File: src/rtl/snn_pkg.sv
// Shared types and defaults for the SNN serial load path.
package snn_pkg;

  localparam int SNN_WORD_W = 8;
  localparam int SNN_CNT_W  = 8;

  typedef enum logic [1:0] {
    ST_IDLE  = 2'd0,
    ST_SHIFT = 2'd1,
    ST_LATCH = 2'd2
  } snn_state_e;

  // Saturating increment for the per-frame word counter.
  function automatic logic [SNN_CNT_W-1:0] sat_inc(input logic [SNN_CNT_W-1:0] v);
    return (v == '1) ? v : v + {{(SNN_CNT_W-1){1'b0}}, 1'b1};
  endfunction

endpackage

File: src/rtl/snn_tick_div.sv
// Modulo-DIV counter with synchronous clear; tick is high while the count sits at DIV-1.
module snn_tick_div #(
  parameter int DIV = 1
) (
  input  logic clk,
  input  logic reset,
  input  logic clr,
  input  logic en,
  output logic tick
);

  localparam int CW = (DIV > 1) ? $clog2(DIV) : 1;
  localparam logic [CW-1:0] LAST = CW'(DIV - 1);

  logic [CW-1:0] count;

  always_ff @(posedge clk) begin
    if (reset || clr) count <= '0;
    else if (en)      count <= tick ? '0 : count + CW'(1);
  end

  assign tick = (count == LAST);

endmodule

File: src/rtl/snn_stream_tx.sv
// Parallel-to-serial loader: words in over valid/ready, MSB-first bits out with shift
// strobes, and a latch strobe after the frame's last word.
module snn_stream_tx
  import snn_pkg::*;
#(
  parameter int WORD_W  = SNN_WORD_W,
  parameter int CLK_DIV = 1
) (
  input  logic                 wb_clk_i,
  input  logic                 reset,
  input  logic [WORD_W-1:0]    s_data,
  input  logic                 s_last,
  input  logic                 s_valid,
  output logic                 s_ready,
  output logic                 ser_data,
  output logic                 ser_shift,
  output logic                 ser_latch,
  output logic                 busy,
  output logic [SNN_CNT_W-1:0] word_cnt
);

  localparam int BCW = $clog2(WORD_W + 1);
  localparam logic [BCW-1:0] LAST_BIT = BCW'(WORD_W - 1);

  snn_state_e             state;
  logic [WORD_W-1:0]      sreg;
  logic                   last_q;
  logic [BCW-1:0]         bit_cnt;
  logic [SNN_CNT_W-1:0]   cnt_q;
  logic                   accept, div_tick, tick_en, word_done;

  assign accept    = (state == ST_IDLE) && s_valid;
  assign tick_en   = (state == ST_SHIFT) && div_tick;
  assign word_done = tick_en && (bit_cnt == LAST_BIT);

  // Divider restarts on every accept so the first tick lands CLK_DIV cycles later.
  snn_tick_div #(.DIV(CLK_DIV)) u_div (
    .clk   (wb_clk_i),
    .reset (reset),
    .clr   (accept),
    .en    (state == ST_SHIFT),
    .tick  (div_tick)
  );

  always_ff @(posedge wb_clk_i) begin
    if (reset) begin
      state   <= ST_IDLE;
      sreg    <= '0;
      last_q  <= 1'b0;
      bit_cnt <= '0;
      cnt_q   <= '0;
    end else begin
      case (state)
        ST_IDLE: begin
          if (s_valid) begin
            sreg    <= s_data;
            last_q  <= s_last;
            bit_cnt <= '0;
            state   <= ST_SHIFT;
          end
        end
        ST_SHIFT: begin
          if (tick_en) begin
            sreg    <= sreg << 1;
            bit_cnt <= bit_cnt + BCW'(1);
          end
          if (word_done) begin
            cnt_q <= sat_inc(cnt_q);
            state <= last_q ? ST_LATCH : ST_IDLE;
          end
        end
        ST_LATCH: begin
          cnt_q <= '0;
          state <= ST_IDLE;
        end
        default: state <= ST_IDLE;
      endcase
    end
  end

  // All outputs decode registered state only.
  assign s_ready   = (state == ST_IDLE);
  assign busy      = (state != ST_IDLE);
  assign ser_data  = sreg[WORD_W-1];
  assign ser_shift = tick_en;
  assign ser_latch = (state == ST_LATCH);
  assign word_cnt  = cnt_q;

endmodule

File: config.mk
export PLATFORM = sky130hd
export DESIGN_NAME = snn_stream_tx
export DESIGN_NICKNAME = d
export VERILOG_FILES = /design/src/rtl/snn_pkg.sv /design/src/rtl/snn_tick_div.sv /design/src/rtl/snn_stream_tx.sv
export SDC_FILE = /design/constraint.sdc
export NUM_CORES = 1
export LEC_CHECK = 0
export ABC_AREA = 1
export BUFFER_PORTS_ARGS = -buffer_cell sky130_fd_sc_hd__buf_2
export CAP_MARGIN = 20
export CORE_MARGIN = 2
export CORE_UTILIZATION = 53
export DETAILED_ROUTE_END_ITERATION = 16
export GPL_TIMING_DRIVEN = 0
export PLACE_DENSITY = 0.78
export SLEW_MARGIN = 20
export SYNTH_ARGS = -nofsm -noshare
export SYNTH_HDL_FRONTEND = slang
export SYNTH_SLANG_ARGS = --single-unit
File: constraint.sdc
create_clock -name wb_clk_i -period 1.82 [get_ports wb_clk_i]
set_clock_uncertainty 0.1 [all_clocks]
set_input_delay 0.182 -clock wb_clk_i [delete_from_list [all_inputs] [get_ports wb_clk_i]]
set_output_delay 0.182 -clock wb_clk_i [all_outputs]
set_load 0.01 [all_outputs]
==> report_table.html, run 1 <==
<table>
<tr><th>Metric</th><th>Value</th></tr>
<tr><th colspan="2">Outcome</th></tr>
<tr><td>Run status</td><td>finished, final reports clean</td></tr>
<tr><th colspan="2">Drt</th></tr>
<tr><td>Number of DRC violations after detailed-routing iteration 0</td><td>20</td></tr>
<tr><td>Drt total wl</td><td>2.27 mm</td></tr>
<tr><td>Final ANT Viol Nets</td><td>0</td></tr>
<tr><td>Vias per Instance</td><td>5.00</td></tr>
<tr><td>Post-detailed-route DRC marker count</td><td>0</td></tr>
<tr><td>Total via count after detailed routing</td><td>1099</td></tr>
<tr><td>First drt pass iteration count</td><td>4</td></tr>
<tr><td>Average routed wire per standard cell</td><td>10.3 µm</td></tr>
<tr><th colspan="2">Power and ir drop</th></tr>
<tr><td>Total power divided by cell area</td><td>654 mW/mm²</td></tr>
<tr><td>Peak supply drop</td><td>0.000568 V</td></tr>
<tr><td>Leakage component of the power</td><td>0.606 nW</td></tr>
<tr><th colspan="2">Timing</th></tr>
<tr><td>Sum Neg Setup Slack</td><td>0 ns</td></tr>
<tr><td>Max_slew headroom</td><td>69.0%</td></tr>
<tr><td>Post-route fraction of the period consumed by the critical path</td><td>83.6%</td></tr>
<tr><td>RSZ-0062 raised after global routing</td><td>no</td></tr>
<tr><td>Crit path time final</td><td>1.52 ns</td></tr>
<tr><td>Setup violators final</td><td>0</td></tr>
<tr><td>Fin Hold WS</td><td>0.0144 ns</td></tr>
<tr><td>Slew Viols, Final</td><td>0</td></tr>
<tr><td>Pin slew with the least headroom to its limit</td><td>0.465 ns</td></tr>
<tr><td>Final-report hold violation count</td><td>0</td></tr>
<tr><td>Max frequency</td><td>0.657 GHz</td></tr>
<tr><th colspan="2">Critical path</th></tr>
<tr><td>Library cell contributing the largest single delay on the critical path</td><td>sky130_fd_sc_hd__dfxtp_1</td></tr>
<tr><td>CP startpoint kind</td><td>flop</td></tr>
<tr><td>Sum of buffers and inverters on the critical path</td><td>4</td></tr>
<tr><td>Dominant delay contributor by cell family on the critical path</td><td>buffers and inverters</td></tr>
<tr><td>Worst setup EP type</td><td>primary output</td></tr>
<tr><td>Cell seen most often among critical-path stages</td><td>sky130_fd_sc_hd__buf_2</td></tr>
<tr><td>Arrival @ worst endpoint</td><td>1.24 ns</td></tr>
<tr><td>Critical setup path kind</td><td>flop to primary output</td></tr>
<tr><td>Critical Path Max Stage Delay</td><td>0.40 ns</td></tr>
<tr><td>Critical path cell sequence</td><td>inv_2, nand2_2, buf_2, inv_1, buf_2</td></tr>
<tr><td>Biggest fanout along the worst timing path</td><td>10</td></tr>
<tr><td>Worst Path Required</td><td>1.54 ns</td></tr>
<tr><th colspan="2">Finish</th></tr>
<tr><td>Multi-input gate area</td><td>629 µm²</td></tr>
<tr><td>Fraction of layout instances using a drive strength above 1</td><td>28.6%</td></tr>
<tr><td>Area Overhead vs Synth</td><td>15.8%</td></tr>
<tr><td># diodes</td><td>0</td></tr>
<tr><td>Register Area</td><td>460 µm²</td></tr>
<tr><td>Fin nets</td><td>207</td></tr>
<tr><td>Filler instances</td><td>222</td></tr>
<tr><th colspan="2">Placement</th></tr>
<tr><td>Post-DP HPWL</td><td>1.73 mm</td></tr>
<tr><td>I/O Buffers</td><td>23</td></tr>
<tr><td>Routability congestion estimate</td><td>0.842</td></tr>
<tr><th colspan="2">Yosys</th></tr>
<tr><td>Share of the yosys chip area belonging to registers</td><td>38.9%</td></tr>
<tr><td>Area of the mapped netlist</td><td>0.00118 mm²</td></tr>
<tr><td>Count of unique library cells instantiated by Yosys</td><td>25</td></tr>
<tr><td>Most numerous cell in the Yosys netlist</td><td>sky130_fd_sc_hd__nand2_1</td></tr>
<tr><td>Gate count after technology mapping</td><td>164</td></tr>
<tr><td>Proportion of netlist area held by the largest area contributor</td><td>38.9%</td></tr>
<tr><td>EDFF count, synth</td><td>0</td></tr>
<tr><td>Synth area leader</td><td>sky130_fd_sc_hd__dfxtp_1</td></tr>
<tr><td>Top cells by area, synth</td><td>sky130_fd_sc_hd__dfxtp_1 39%, sky130_fd_sc_hd__nand2_1 12%, sky130_fd_sc_hd__nor2_1 8.6%</td></tr>
<tr><td>Post-synth top flop</td><td>sky130_fd_sc_hd__dfxtp_1</td></tr>
<tr><td>Synthesis warning total</td><td>0</td></tr>
<tr><td>Share of flip-flops with an asynchronous set or reset after synthesis</td><td>0%</td></tr>
<tr><td>Syn nets</td><td>178</td></tr>
<tr><td>Yosys reg bits</td><td>23</td></tr>
<tr><td>Commonest cells in the netlist</td><td>37 x sky130_fd_sc_hd__nand2_1, 27 x sky130_fd_sc_hd__nor2_1, 23 x sky130_fd_sc_hd__dfxtp_1</td></tr>
<tr><td>Mapped Avg Cell Area</td><td>7.21 µm²</td></tr>
<tr><th colspan="2">CTS</th></tr>
<tr><td>Number of instances resized during post-cts repair</td><td>0</td></tr>
<tr><td>Inserted Clock Buffers</td><td>3</td></tr>
<tr><td># clock sinks</td><td>23</td></tr>
<tr><td>H-Tree Level Count</td><td>1</td></tr>
<tr><td>Longest Clk Path Bufs</td><td>2</td></tr>
<tr><td>Reg clk slew, reported paths</td><td>0.12 ns</td></tr>
<tr><td>TritonCTS clock tree</td><td>yes</td></tr>
<tr><td>Insertion delay of the later-clocked pin in the worst-skew pair</td><td>0.31 ns</td></tr>
<tr><td>Number of hold buffers added after CTS</td><td>1</td></tr>
<tr><td>Root buffer cell</td><td>sky130_fd_sc_hd__clkbuf_4</td></tr>
<tr><td>Post-CTS repair timing setup buffer count</td><td>0</td></tr>
<tr><th colspan="2">Global route</th></tr>
<tr><td>Overall track demand over capacity in global routing</td><td>20.0%</td></tr>
<tr><td>Wire length of the first global-routing pass</td><td>4.03 mm</td></tr>
<tr><td>Number of global-route vias before repair</td><td>977</td></tr>
<tr><td>Largest net degree at the start of global routing</td><td>13</td></tr>
<tr><td>Overflow after GRT</td><td>0</td></tr>
<tr><td>Antenna violations before repair</td><td>0</td></tr>
<tr><th colspan="2">Floorplanning</th></tr>
<tr><td>Total core area</td><td>0.00217 mm²</td></tr>
<tr><td>Width of the chip</td><td>51.2 µm</td></tr>
<tr><td>Top-level port count</td><td>25</td></tr>
<tr><td>Vertical die dimension</td><td>51.2 µm</td></tr>
<tr><td>Initial core utilization</td><td>54.5%</td></tr>
<tr><td>Row count</td><td>17</td></tr>
<tr><td>Die area</td><td>0.00262 mm²</td></tr>
<tr><th colspan="2">Flow run</th></tr>
<tr><td>Max_cap viols</td><td>0</td></tr>
<tr><th colspan="2">Hold path</th></tr>
<tr><td>Kind of path behind the tightest hold check</td><td>input pin to flop</td></tr>
</table>
-- power by group --
part | internal (mW) | switching, mW
registers | 0.525 | 0.0118
clock network | 0.0855 | 0.149
logic | 0.0500 | 0.0734
total | 0.660 | 0.234
-- layer usage --
metal,track usage [%],share of wire [%]
met1,24.1,47
met2,34.8,49
met3,3.80,3.0
met4,7.89,1.1
met5,0,0
-- stage by stage --
step | utilization (%) | cells | total power, mW | setup WS [ns] | instance area (µm²)
after detailed placement | 61.4 | 215 | 0.671 | 0.339 | 1330
after global placement | 61.4 | 215 | 0.667 | 0.362 | 1330
after floorplan | - | 164 | 0.634 | 0.424 | 1180
after global routing | 63.1 | 220 | 0.941 | 0.183 | 1370
after CTS | 63.1 | 220 | 0.902 | 0.289 | 1370
final | 63.1 | 220 | 0.895 | 0.299 | 1370
-- cells by family after synthesis --
logic type	share of synthesized area [%]
buf+inv	7.83
xor+xnor	0.741
simple gates	36.1
flops	38.9
fa+ha+maj	2.12
compound gates	14.3
-- worst paths after layout --
check	startpoint	to	slack, ns	cells after the start
max	state[0]	ser_latch	0.30	5
min	s_data[0]	sreg[0]	0.01	3
max reg2reg	bit_cnt[0]	word_cnt[6]	0.31	8
min reg2reg	sreg[0]	sreg[0]	0.37	2
-- flip-flops by register name (all words and copies together), names as in the netlist --
signal and cells:
bit_cnt 4, last_q 1, sreg 8, state 2, word_cnt 8
-- worst register-to-register path: stages (launching register included) --
cell                      delay (ns)
sky130_fd_sc_hd__dfxtp_1        0.39
sky130_fd_sc_hd__ha_1           0.21
sky130_fd_sc_hd__nand3_2        0.14
sky130_fd_sc_hd__nor2_4         0.18
sky130_fd_sc_hd__nand2_4        0.11
sky130_fd_sc_hd__nand2_4        0.10
sky130_fd_sc_hd__inv_2          0.05
sky130_fd_sc_hd__nor2_1         0.10
sky130_fd_sc_hd__nor2_1         0.05
-- cell type report --
type	instances	area share (%)
inverter	18	4.94
timing repair buffer	24	9.14
tap	28	2.56
sequential	23	33.6
buffer	4	1.83
multi-input combinational	119	46.0
clock buffer	4	1.92
-- cell usage in the layout, fill, tap and decap left out, drive strengths merged, types with 2 or more instances in the layout --
cell type / count
dfxtp: 23
nand3b: 3
o21ai: 9
buf: 26
clkbuf: 5
a31oi: 3
a21oi: 11
a211oi: 4
nand2: 45
inv: 18
nand3: 6
nor2: 32
ha: 2
Note: power is estimated with default switching activity, not from simulation.
==> run 2, diff against run 1 <==
--- a/config.mk
+++ b/config.mk
@@ -5,14 +5,14 @@
 export SDC_FILE = /design/constraint.sdc
 export NUM_CORES = 1
 export LEC_CHECK = 0
-export ABC_AREA = 1
+export ABC_AREA = 0
 export BUFFER_PORTS_ARGS = -buffer_cell sky130_fd_sc_hd__buf_2
 export CAP_MARGIN = 20
 export CORE_MARGIN = 2
-export CORE_UTILIZATION = 53
+export CORE_UTILIZATION = 51
 export DETAILED_ROUTE_END_ITERATION = 16
 export GPL_TIMING_DRIVEN = 0
-export PLACE_DENSITY = 0.78
+export PLACE_DENSITY = 0.76
 export SLEW_MARGIN = 20
 export SYNTH_ARGS = -nofsm -noshare
 export SYNTH_HDL_FRONTEND = slang
==> constraint.sdc (replaced) <==
create_clock -name wb_clk_i -period 1.4 [get_ports wb_clk_i]
set_clock_uncertainty 0.1 [all_clocks]
set_input_delay 0.14 -clock wb_clk_i [delete_from_list [all_inputs] [get_ports wb_clk_i]]
set_output_delay 0.14 -clock wb_clk_i [all_outputs]
set_load 0.01 [all_outputs]
==> report_table.html, run 2 <==
<table>
<tr><th>Metric</th><th>Value</th></tr>
<tr><th colspan="2">Outcome</th></tr>
<tr><td>Run status</td><td>complete, but fails checks</td></tr>
<tr><td>Violations in the final reports</td><td>setup timing</td></tr>
<tr><th colspan="2">CTS</th></tr>
<tr><td>Insertion delay of the later-clocked pin in the worst-skew pair</td><td>0.31 ns</td></tr>
<tr><td>Root buffer cell</td><td>sky130_fd_sc_hd__clkbuf_4</td></tr>
<tr><td>H-Tree Level Count</td><td>1</td></tr>
<tr><td>TritonCTS clock tree</td><td>yes</td></tr>
<tr><td>Longest Clk Path Bufs</td><td>2</td></tr>
<tr><td>Inserted Clock Buffers</td><td>3</td></tr>
<tr><td>Reg clk slew, reported paths</td><td>0.13 ns</td></tr>
<tr><td># clock sinks</td><td>23</td></tr>
<tr><th colspan="2">Timing</th></tr>
<tr><td>RSZ-0062 raised after global routing</td><td>yes</td></tr>
<tr><td>Final-report hold violation count</td><td>0</td></tr>
<tr><td>Setup violators final</td><td>16</td></tr>
<tr><td>Crit path time final</td><td>1.51 ns</td></tr>
<tr><td>Slew Viols, Final</td><td>0</td></tr>
<tr><td>Pin slew with the least headroom to its limit</td><td>0.481 ns</td></tr>
<tr><td>Sum Neg Setup Slack</td><td>-0.787 ns</td></tr>
<tr><td>Max frequency</td><td>0.660 GHz</td></tr>
<tr><td>Slack of the critical path</td><td>-0.114 ns</td></tr>
<tr><td>Max_slew headroom</td><td>67.9%</td></tr>
<tr><td>Post-route fraction of the period consumed by the critical path</td><td>108%</td></tr>
<tr><th colspan="2">Placement</th></tr>
<tr><td>Routability congestion estimate</td><td>0.807</td></tr>
<tr><td>Post-DP HPWL</td><td>1.70 mm</td></tr>
<tr><td>I/O Buffers</td><td>23</td></tr>
<tr><td>Instance area after placement</td><td>0.00126 mm²</td></tr>
<tr><td>Post-Place Cells</td><td>184</td></tr>
<tr><td>Post-placement worst setup slack</td><td>-0.135 ns</td></tr>
<tr><th colspan="2">Yosys</th></tr>
<tr><td>Synth area leader</td><td>sky130_fd_sc_hd__dfxtp_1</td></tr>
<tr><td>Share of the yosys chip area belonging to registers</td><td>42.4%</td></tr>
<tr><td>Post-synth top flop</td><td>sky130_fd_sc_hd__dfxtp_1</td></tr>
<tr><td>Yosys reg bits</td><td>23</td></tr>
<tr><td>Most numerous cell in the Yosys netlist</td><td>sky130_fd_sc_hd__nor2_1</td></tr>
<tr><td>Gate count after technology mapping</td><td>134</td></tr>
<tr><td>Proportion of netlist area held by the largest area contributor</td><td>42.4%</td></tr>
<tr><td>Count of unique library cells instantiated by Yosys</td><td>34</td></tr>
<tr><td>Share of flip-flops with an asynchronous set or reset after synthesis</td><td>0%</td></tr>
<tr><td>Top cells by area, synth</td><td>sky130_fd_sc_hd__dfxtp_1 42%, sky130_fd_sc_hd__nor2_1 8.7%, sky130_fd_sc_hd__a21oi_1 5.5%</td></tr>
<tr><td>Area of the mapped netlist</td><td>0.00108 mm²</td></tr>
<tr><td>EDFF count, synth</td><td>0</td></tr>
<tr><td>Commonest cells in the netlist</td><td>25 x sky130_fd_sc_hd__nor2_1, 23 x sky130_fd_sc_hd__dfxtp_1, 16 x sky130_fd_sc_hd__nand2_1</td></tr>
<tr><td>Syn nets</td><td>148</td></tr>
<tr><td>Synthesis warning total</td><td>0</td></tr>
<tr><td>Mapped Avg Cell Area</td><td>8.10 µm²</td></tr>
<tr><th colspan="2">Finish</th></tr>
<tr><td>Filler instances</td><td>125</td></tr>
<tr><td>Register Area</td><td>479 µm²</td></tr>
<tr><td>Cell area after layout</td><td>0.00163 mm²</td></tr>
<tr><td>Most used cells in the layout excluding fill and tap cells</td><td>23 x sky130_fd_sc_hd__buf_2, 19 x sky130_fd_sc_hd__nor2_1, 17 x sky130_fd_sc_hd__buf_4</td></tr>
<tr><td>Most common cell after layout, fill and taps aside</td><td>sky130_fd_sc_hd__buf_2</td></tr>
<tr><td>Area Overhead vs Synth</td><td>50.6%</td></tr>
<tr><td>Fin nets</td><td>198</td></tr>
<tr><td>Fraction of layout instances using a drive strength above 1</td><td>45.9%</td></tr>
<tr><td># diodes</td><td>0</td></tr>
<tr><td>Multi-input gate area</td><td>731 µm²</td></tr>
<tr><td>Non-filler instance count after layout</td><td>210</td></tr>
<tr><th colspan="2">Global route</th></tr>
<tr><td>Number of global-route vias before repair</td><td>1084</td></tr>
<tr><td>Antenna violations before repair</td><td>0</td></tr>
<tr><td>Wire length of the first global-routing pass</td><td>4.62 mm</td></tr>
<tr><td>Overflow after GRT</td><td>0</td></tr>
<tr><td>Overall track demand over capacity in global routing</td><td>23.7%</td></tr>
<tr><td>Largest net degree at the start of global routing</td><td>14</td></tr>
<tr><th colspan="2">Drt</th></tr>
<tr><td>Post-detailed-route DRC marker count</td><td>0</td></tr>
<tr><td>Final ANT Viol Nets</td><td>0</td></tr>
<tr><td>Number of DRC violations after detailed-routing iteration 0</td><td>34</td></tr>
<tr><td>Average routed wire per standard cell</td><td>15.5 µm</td></tr>
<tr><td>First drt pass iteration count</td><td>4</td></tr>
<tr><td>Met2 WL post-DR</td><td>1.62 mm</td></tr>
<tr><td>Drt total wl</td><td>3.26 mm</td></tr>
<tr><td>Max Used Layer</td><td>met4</td></tr>
<tr><td>Routed length on met1</td><td>1.40 mm</td></tr>
<tr><td>Total via count after detailed routing</td><td>1186</td></tr>
<tr><td>Vias per Instance</td><td>5.65</td></tr>
<tr><td>Met3 wire len</td><td>203 µm</td></tr>
<tr><th colspan="2">Hold path</th></tr>
<tr><td>Kind of path behind the tightest hold check</td><td>input pin to flop</td></tr>
<tr><th colspan="2">Critical path</th></tr>
<tr><td>Biggest fanout along the worst timing path</td><td>8</td></tr>
<tr><td>Worst Path Required</td><td>1.54 ns</td></tr>
<tr><td>Worst setup EP type</td><td>flop</td></tr>
<tr><td>Arrival @ worst endpoint</td><td>1.65 ns</td></tr>
<tr><td>CP startpoint kind</td><td>flop</td></tr>
<tr><td>Critical setup path kind</td><td>flop to flop</td></tr>
<tr><th colspan="2">Floorplanning</th></tr>
<tr><td>Vertical die dimension</td><td>50.1 µm</td></tr>
<tr><td>Top-level port count</td><td>25</td></tr>
<tr><td>Initial core utilization</td><td>54.7%</td></tr>
<tr><td>Row count</td><td>16</td></tr>
<tr><td>Width of the chip</td><td>50.1 µm</td></tr>
<tr><td>Die area</td><td>0.00251 mm²</td></tr>
<tr><td>Total core area</td><td>0.00198 mm²</td></tr>
<tr><th colspan="2">Power and ir drop</th></tr>
<tr><td>Leakage component of the power</td><td>0.654 nW</td></tr>
<tr><td>Total power divided by cell area</td><td>750 mW/mm²</td></tr>
<tr><td>Peak supply drop</td><td>0.000517 V</td></tr>
<tr><th colspan="2">Flow run</th></tr>
<tr><td>Max_cap viols</td><td>0</td></tr>
</table>
-- run 2: metal layers --
| metal | vias to the layer above | global-route usage (%) |
|---|---|---|
| li1 | 579 | - |
| met1 | 553 | 29.2 |
| met2 | 48 | 40.8 |
| met3 | 6 | 4.24 |
| met4 | 0 | 8.33 |
| met5 | - | 0 |
-- run 2: power breakdown --
group | internal (mW) | switching (mW)
Sequential | 0.677 | 0.0199
Combinational | 0.106 | 0.118
Clock | 0.107 | 0.198
-- run 2: logic make-up (layout without fill, tap and decap cells) --
kind of cell / count (synthesis) / count (layout) / share of synthesized area, %
compound gates: 26 / 26 / 15.5
fa+ha+maj: 2 / 2 / 2.31
buf+inv: 10 / 59 / 3.57
flops: 23 / 23 / 42.4
mux: 3 / 3 / 2.88
simple gates: 70 / 70 / 33.3
-- run 2: layout make-up --
class,count,area share [%]
plain buffers,4,1.45
clock buffers,3,1.38
clock inverters,1,0.306
inverters,4,1.07
multi-input cells,101,44.7
flip-flops and latches,23,29.3
well taps,27,2.07
repair buffers,47,19.7
-- run 2: path summary, 6_finish.rpt --
| kind | from | endpoint | slack [ns] | depth (start not counted) |
|---|---|---|---|---|
| setup reg to reg | state[1] | word_cnt[0] | -0.11 | 5 |
| hold / removal | s_data[6] | sreg[6] | 0.006 | 3 |
| setup / recovery | state[1] | word_cnt[0] | -0.11 | 5 |
| hold reg to reg | sreg[0] | sreg[0] | 0.38 | 2 |
-- run 2: stage by stage --
stage               total power, mW  util [%]  hold WS (ns)
global route                   1.27      82.4       0.00807
CTS                            1.18      74.9       0.00751
floorplan                     0.802         -         0.176
global placement              0.845      63.8         0.280
finish                         1.22      82.4       0.00642
detailed placement            0.851      63.8         0.292
-- run 2: what timing repair did --
action	4_1_cts	5_1_grt
resized for setup	16	27
hold buffers	5	0
pin swaps	9	15
setup buffers	13	6
endpoints found under the hold margin	5	0
endpoints found under the setup margin	16	26
-- run 2: worst max-delay path, stage by stage, from the launching register on --
cell and delay [ns]:
sky130_fd_sc_hd__dfxtp_4 0.39, sky130_fd_sc_hd__nand2b_1 0.22, sky130_fd_sc_hd__inv_4 0.15, sky130_fd_sc_hd__nand3_4 0.11, sky130_fd_sc_hd__or3_1 0.35, sky130_fd_sc_hd__a21oi_1 0.13
==> run 3, diff against run 2 <==
--- a/config.mk
+++ b/config.mk
@@ -6,13 +6,14 @@
 export NUM_CORES = 1
 export LEC_CHECK = 0
 export ABC_AREA = 0
+export ABC_CLOCK_PERIOD_IN_PS = 1400
 export BUFFER_PORTS_ARGS = -buffer_cell sky130_fd_sc_hd__buf_2
 export CAP_MARGIN = 20
 export CORE_MARGIN = 2
-export CORE_UTILIZATION = 51
+export CORE_UTILIZATION = 50
 export DETAILED_ROUTE_END_ITERATION = 16
 export GPL_TIMING_DRIVEN = 0
-export PLACE_DENSITY = 0.76
+export PLACE_DENSITY = 0.75
 export SLEW_MARGIN = 20
 export SYNTH_ARGS = -nofsm -noshare
 export SYNTH_HDL_FRONTEND = slang
==> report_table.html, run 3 (synthesis results as in run 2) <==
<table>
<tr><th>Metric</th><th>Value</th></tr>
<tr><th colspan="2">Power and ir drop</th></tr>
<tr><td>Power share of the sequential group</td><td>55.2%</td></tr>
<tr><td>Net Sw Power</td><td>0.360 mW</td></tr>
<tr><td>Switching fraction of total power</td><td>28.5%</td></tr>
<tr><td>Leakage component of the power</td><td>0.667 nW</td></tr>
<tr><td>Peak supply drop</td><td>0.000665 V</td></tr>
<tr><td>Clk network pwr share</td><td>25.5%</td></tr>
<tr><td>Total power divided by cell area</td><td>761 mW/mm²</td></tr>
<tr><td>Combinational fraction of design power</td><td>19.2%</td></tr>
<tr><td>Internal</td><td>0.904 mW</td></tr>
<tr><th colspan="2">Drt</th></tr>
<tr><td>Number of DRC violations after detailed-routing iteration 0</td><td>22</td></tr>
<tr><td>First drt pass iteration count</td><td>4</td></tr>
<tr><td>Final ANT Viol Nets</td><td>0</td></tr>
<tr><td>Average routed wire per standard cell</td><td>15.1 µm</td></tr>
<tr><td>Vias per Instance</td><td>5.64</td></tr>
<tr><td>Post-detailed-route DRC marker count</td><td>0</td></tr>
<tr><td>Total via count after detailed routing</td><td>1196</td></tr>
<tr><td>Drt total wl</td><td>3.21 mm</td></tr>
<tr><th colspan="2">Placement</th></tr>
<tr><td>Routability congestion estimate</td><td>0.758</td></tr>
<tr><td>I/O Buffers</td><td>23</td></tr>
<tr><td>Post-DP HPWL</td><td>1.78 mm</td></tr>
<tr><td>Instance area after placement</td><td>0.00126 mm²</td></tr>
<tr><th colspan="2">CTS</th></tr>
<tr><td>Insertion delay of the later-clocked pin in the worst-skew pair</td><td>0.32 ns</td></tr>
<tr><td>TritonCTS clock tree</td><td>yes</td></tr>
<tr><td># clock sinks</td><td>23</td></tr>
<tr><td>Root buffer cell</td><td>sky130_fd_sc_hd__clkbuf_4</td></tr>
<tr><td>H-Tree Level Count</td><td>1</td></tr>
<tr><td>Reg clk slew, reported paths</td><td>0.13 ns</td></tr>
<tr><td>Longest Clk Path Bufs</td><td>2</td></tr>
<tr><td>Inserted Clock Buffers</td><td>3</td></tr>
<tr><th colspan="2">Timing</th></tr>
<tr><td>Max_slew headroom</td><td>63.1%</td></tr>
<tr><td>Max frequency</td><td>0.670 GHz</td></tr>
<tr><td>Setup violators final</td><td>11</td></tr>
<tr><td>Pin slew with the least headroom to its limit</td><td>0.553 ns</td></tr>
<tr><td>Slack of the critical path</td><td>-0.0920 ns</td></tr>
<tr><td>Fin Hold WS</td><td>0.00501 ns</td></tr>
<tr><td>Final-report hold violation count</td><td>0</td></tr>
<tr><td>Slew Viols, Final</td><td>0</td></tr>
<tr><td>RSZ-0062 raised after global routing</td><td>yes</td></tr>
<tr><td>Crit path time final</td><td>1.49 ns</td></tr>
<tr><td>Post-route fraction of the period consumed by the critical path</td><td>107%</td></tr>
<tr><td>Sum Neg Setup Slack</td><td>-0.407 ns</td></tr>
<tr><th colspan="2">Critical path</th></tr>
<tr><td>Biggest fanout along the worst timing path</td><td>6</td></tr>
<tr><td>Reg-to-Reg Start</td><td>state[1]</td></tr>
<tr><td>Arrival @ worst endpoint</td><td>1.65 ns</td></tr>
<tr><td>Critical setup path kind</td><td>flop to flop</td></tr>
<tr><td>Worst setup EP type</td><td>flop</td></tr>
<tr><td>CP Launch Point</td><td>state[1]</td></tr>
<tr><td>Worst Path Required</td><td>1.56 ns</td></tr>
<tr><td>RR Endpoint</td><td>word_cnt[0]</td></tr>
<tr><td>CP startpoint kind</td><td>flop</td></tr>
<tr><td>R2r worst-path depth</td><td>5</td></tr>
<tr><td>Worst R2R Setup Slack</td><td>-0.09 ns</td></tr>
<tr><th colspan="2">Global route</th></tr>
<tr><td>Wire length of the first global-routing pass</td><td>4.43 mm</td></tr>
<tr><td>Overflow after GRT</td><td>0</td></tr>
<tr><td>Overall track demand over capacity in global routing</td><td>23.1%</td></tr>
<tr><td>Antenna violations before repair</td><td>0</td></tr>
<tr><td>Number of global-route vias before repair</td><td>1021</td></tr>
<tr><td>Largest net degree at the start of global routing</td><td>13</td></tr>
<tr><th colspan="2">Finish</th></tr>
<tr><td>Most common cell after layout, fill and taps aside</td><td>sky130_fd_sc_hd__buf_2</td></tr>
<tr><td>Fin nets</td><td>200</td></tr>
<tr><td># diodes</td><td>0</td></tr>
<tr><td>Most used cells in the layout excluding fill and tap cells</td><td>23 x sky130_fd_sc_hd__buf_2, 18 x sky130_fd_sc_hd__nor2_1, 16 x sky130_fd_sc_hd__dfxtp_1, 16 x sky130_fd_sc_hd__buf_4, 13 x sky130_fd_sc_hd__nand2_1</td></tr>
<tr><td>Area Overhead vs Synth</td><td>53.2%</td></tr>
<tr><td>Fraction of layout instances using a drive strength above 1</td><td>44.3%</td></tr>
<tr><td>Cell area after layout</td><td>0.00166 mm²</td></tr>
<tr><th colspan="2">Floorplanning</th></tr>
<tr><td>Vertical die dimension</td><td>50.6 µm</td></tr>
<tr><td>Top-level port count</td><td>25</td></tr>
<tr><td>Row count</td><td>16</td></tr>
<tr><td>Width of the chip</td><td>50.6 µm</td></tr>
<tr><td>Total core area</td><td>0.00200 mm²</td></tr>
<tr><td>Initial core utilization</td><td>54.2%</td></tr>
<tr><td>Die area</td><td>0.00256 mm²</td></tr>
<tr><th colspan="2">Hold path</th></tr>
<tr><td>Hold Crit Start</td><td>s_data[5]</td></tr>
<tr><td>Hold EP</td><td>sreg[5]</td></tr>
<tr><td>Number of stages on the worst hold path</td><td>3</td></tr>
<tr><td>Kind of path behind the tightest hold check</td><td>input pin to flop</td></tr>
<tr><th colspan="2">Outcome</th></tr>
<tr><td>Run status</td><td>complete, but fails checks</td></tr>
<tr><td>Violations in the final reports</td><td>setup timing</td></tr>
<tr><th colspan="2">Flow run</th></tr>
<tr><td>Max_cap viols</td><td>0</td></tr>
</table>
-- run 3: stage by stage --
stage | util, % | instances | setup slack (ns) | power, mW
2_1_floorplan | - | 134 | 0.00216 | 0.802
3_3_place_gp | 63.1 | 184 | -0.0918 | 0.843
3_5_place_dp | 63.1 | 184 | -0.121 | 0.849
4_1_cts | 74.1 | 205 | -0.0767 | 1.19
5_1_grt | 83.0 | 212 | -0.161 | 1.32
6_report | 83.0 | 212 | -0.0920 | 1.26
-- run 3: how the worst max path moves through the flow --
stage	cells after the start	to	slack [ns]
4_1_cts	4	word_cnt[6]	-0.08
3_5_place_dp	4	word_cnt[6]	-0.12
3_3_place_gp	4	word_cnt[6]	-0.09
6_report	5	word_cnt[0]	-0.09
5_1_grt	5	word_cnt[0]	-0.16
2_1_floorplan	5	word_cnt[0]	0.002
-- run 3: timing repair --
item	CTS	global route
setup buffers	11	7
hold buffers	6	0
gates resized for setup	14	31
endpoints found under the hold margin	6	0
pin swaps	7	12
endpoints found under the setup margin	17	24
-- run 3: layout make-up --
cell class	instances	area, µm²
tap	27	33.8
timing repair buffer	47	333
multi-input combinational	101	734
fill	123	340
sequential	23	477
buffer	6	42.5
inverter	4	15.0
clock buffer	4	26.3
-- run 3: critical path: stages (launching register included) --
cell,delay (ns)
sky130_fd_sc_hd__dfxtp_4,0.39
sky130_fd_sc_hd__nand2b_1,0.18
sky130_fd_sc_hd__inv_2,0.15
sky130_fd_sc_hd__nand3_4,0.12
sky130_fd_sc_hd__or3_1,0.37
sky130_fd_sc_hd__a21oi_1,0.12
-- run 3: power by group through the flow --
stage / Clock, mW / Combinational [mW] / Sequential (mW)
after floorplan: 0 / 0.0917 / 0.710
after global placement: 0 / 0.132 / 0.711
after detailed placement: 0 / 0.136 / 0.713
after CTS: 0.318 / 0.175 / 0.697
after global routing: 0.351 / 0.263 / 0.701
final: 0.323 / 0.243 / 0.698
-- run 3: layer usage --
metal  wire length (µm)  vias to the layer above  GRT usage [%]
li1                   -                      575              -
met1               1350                      566           26.8
met2               1620                       44           40.8
met3                146                       11           3.57
met4                 94                        0           12.2
met5                  0                        -              0
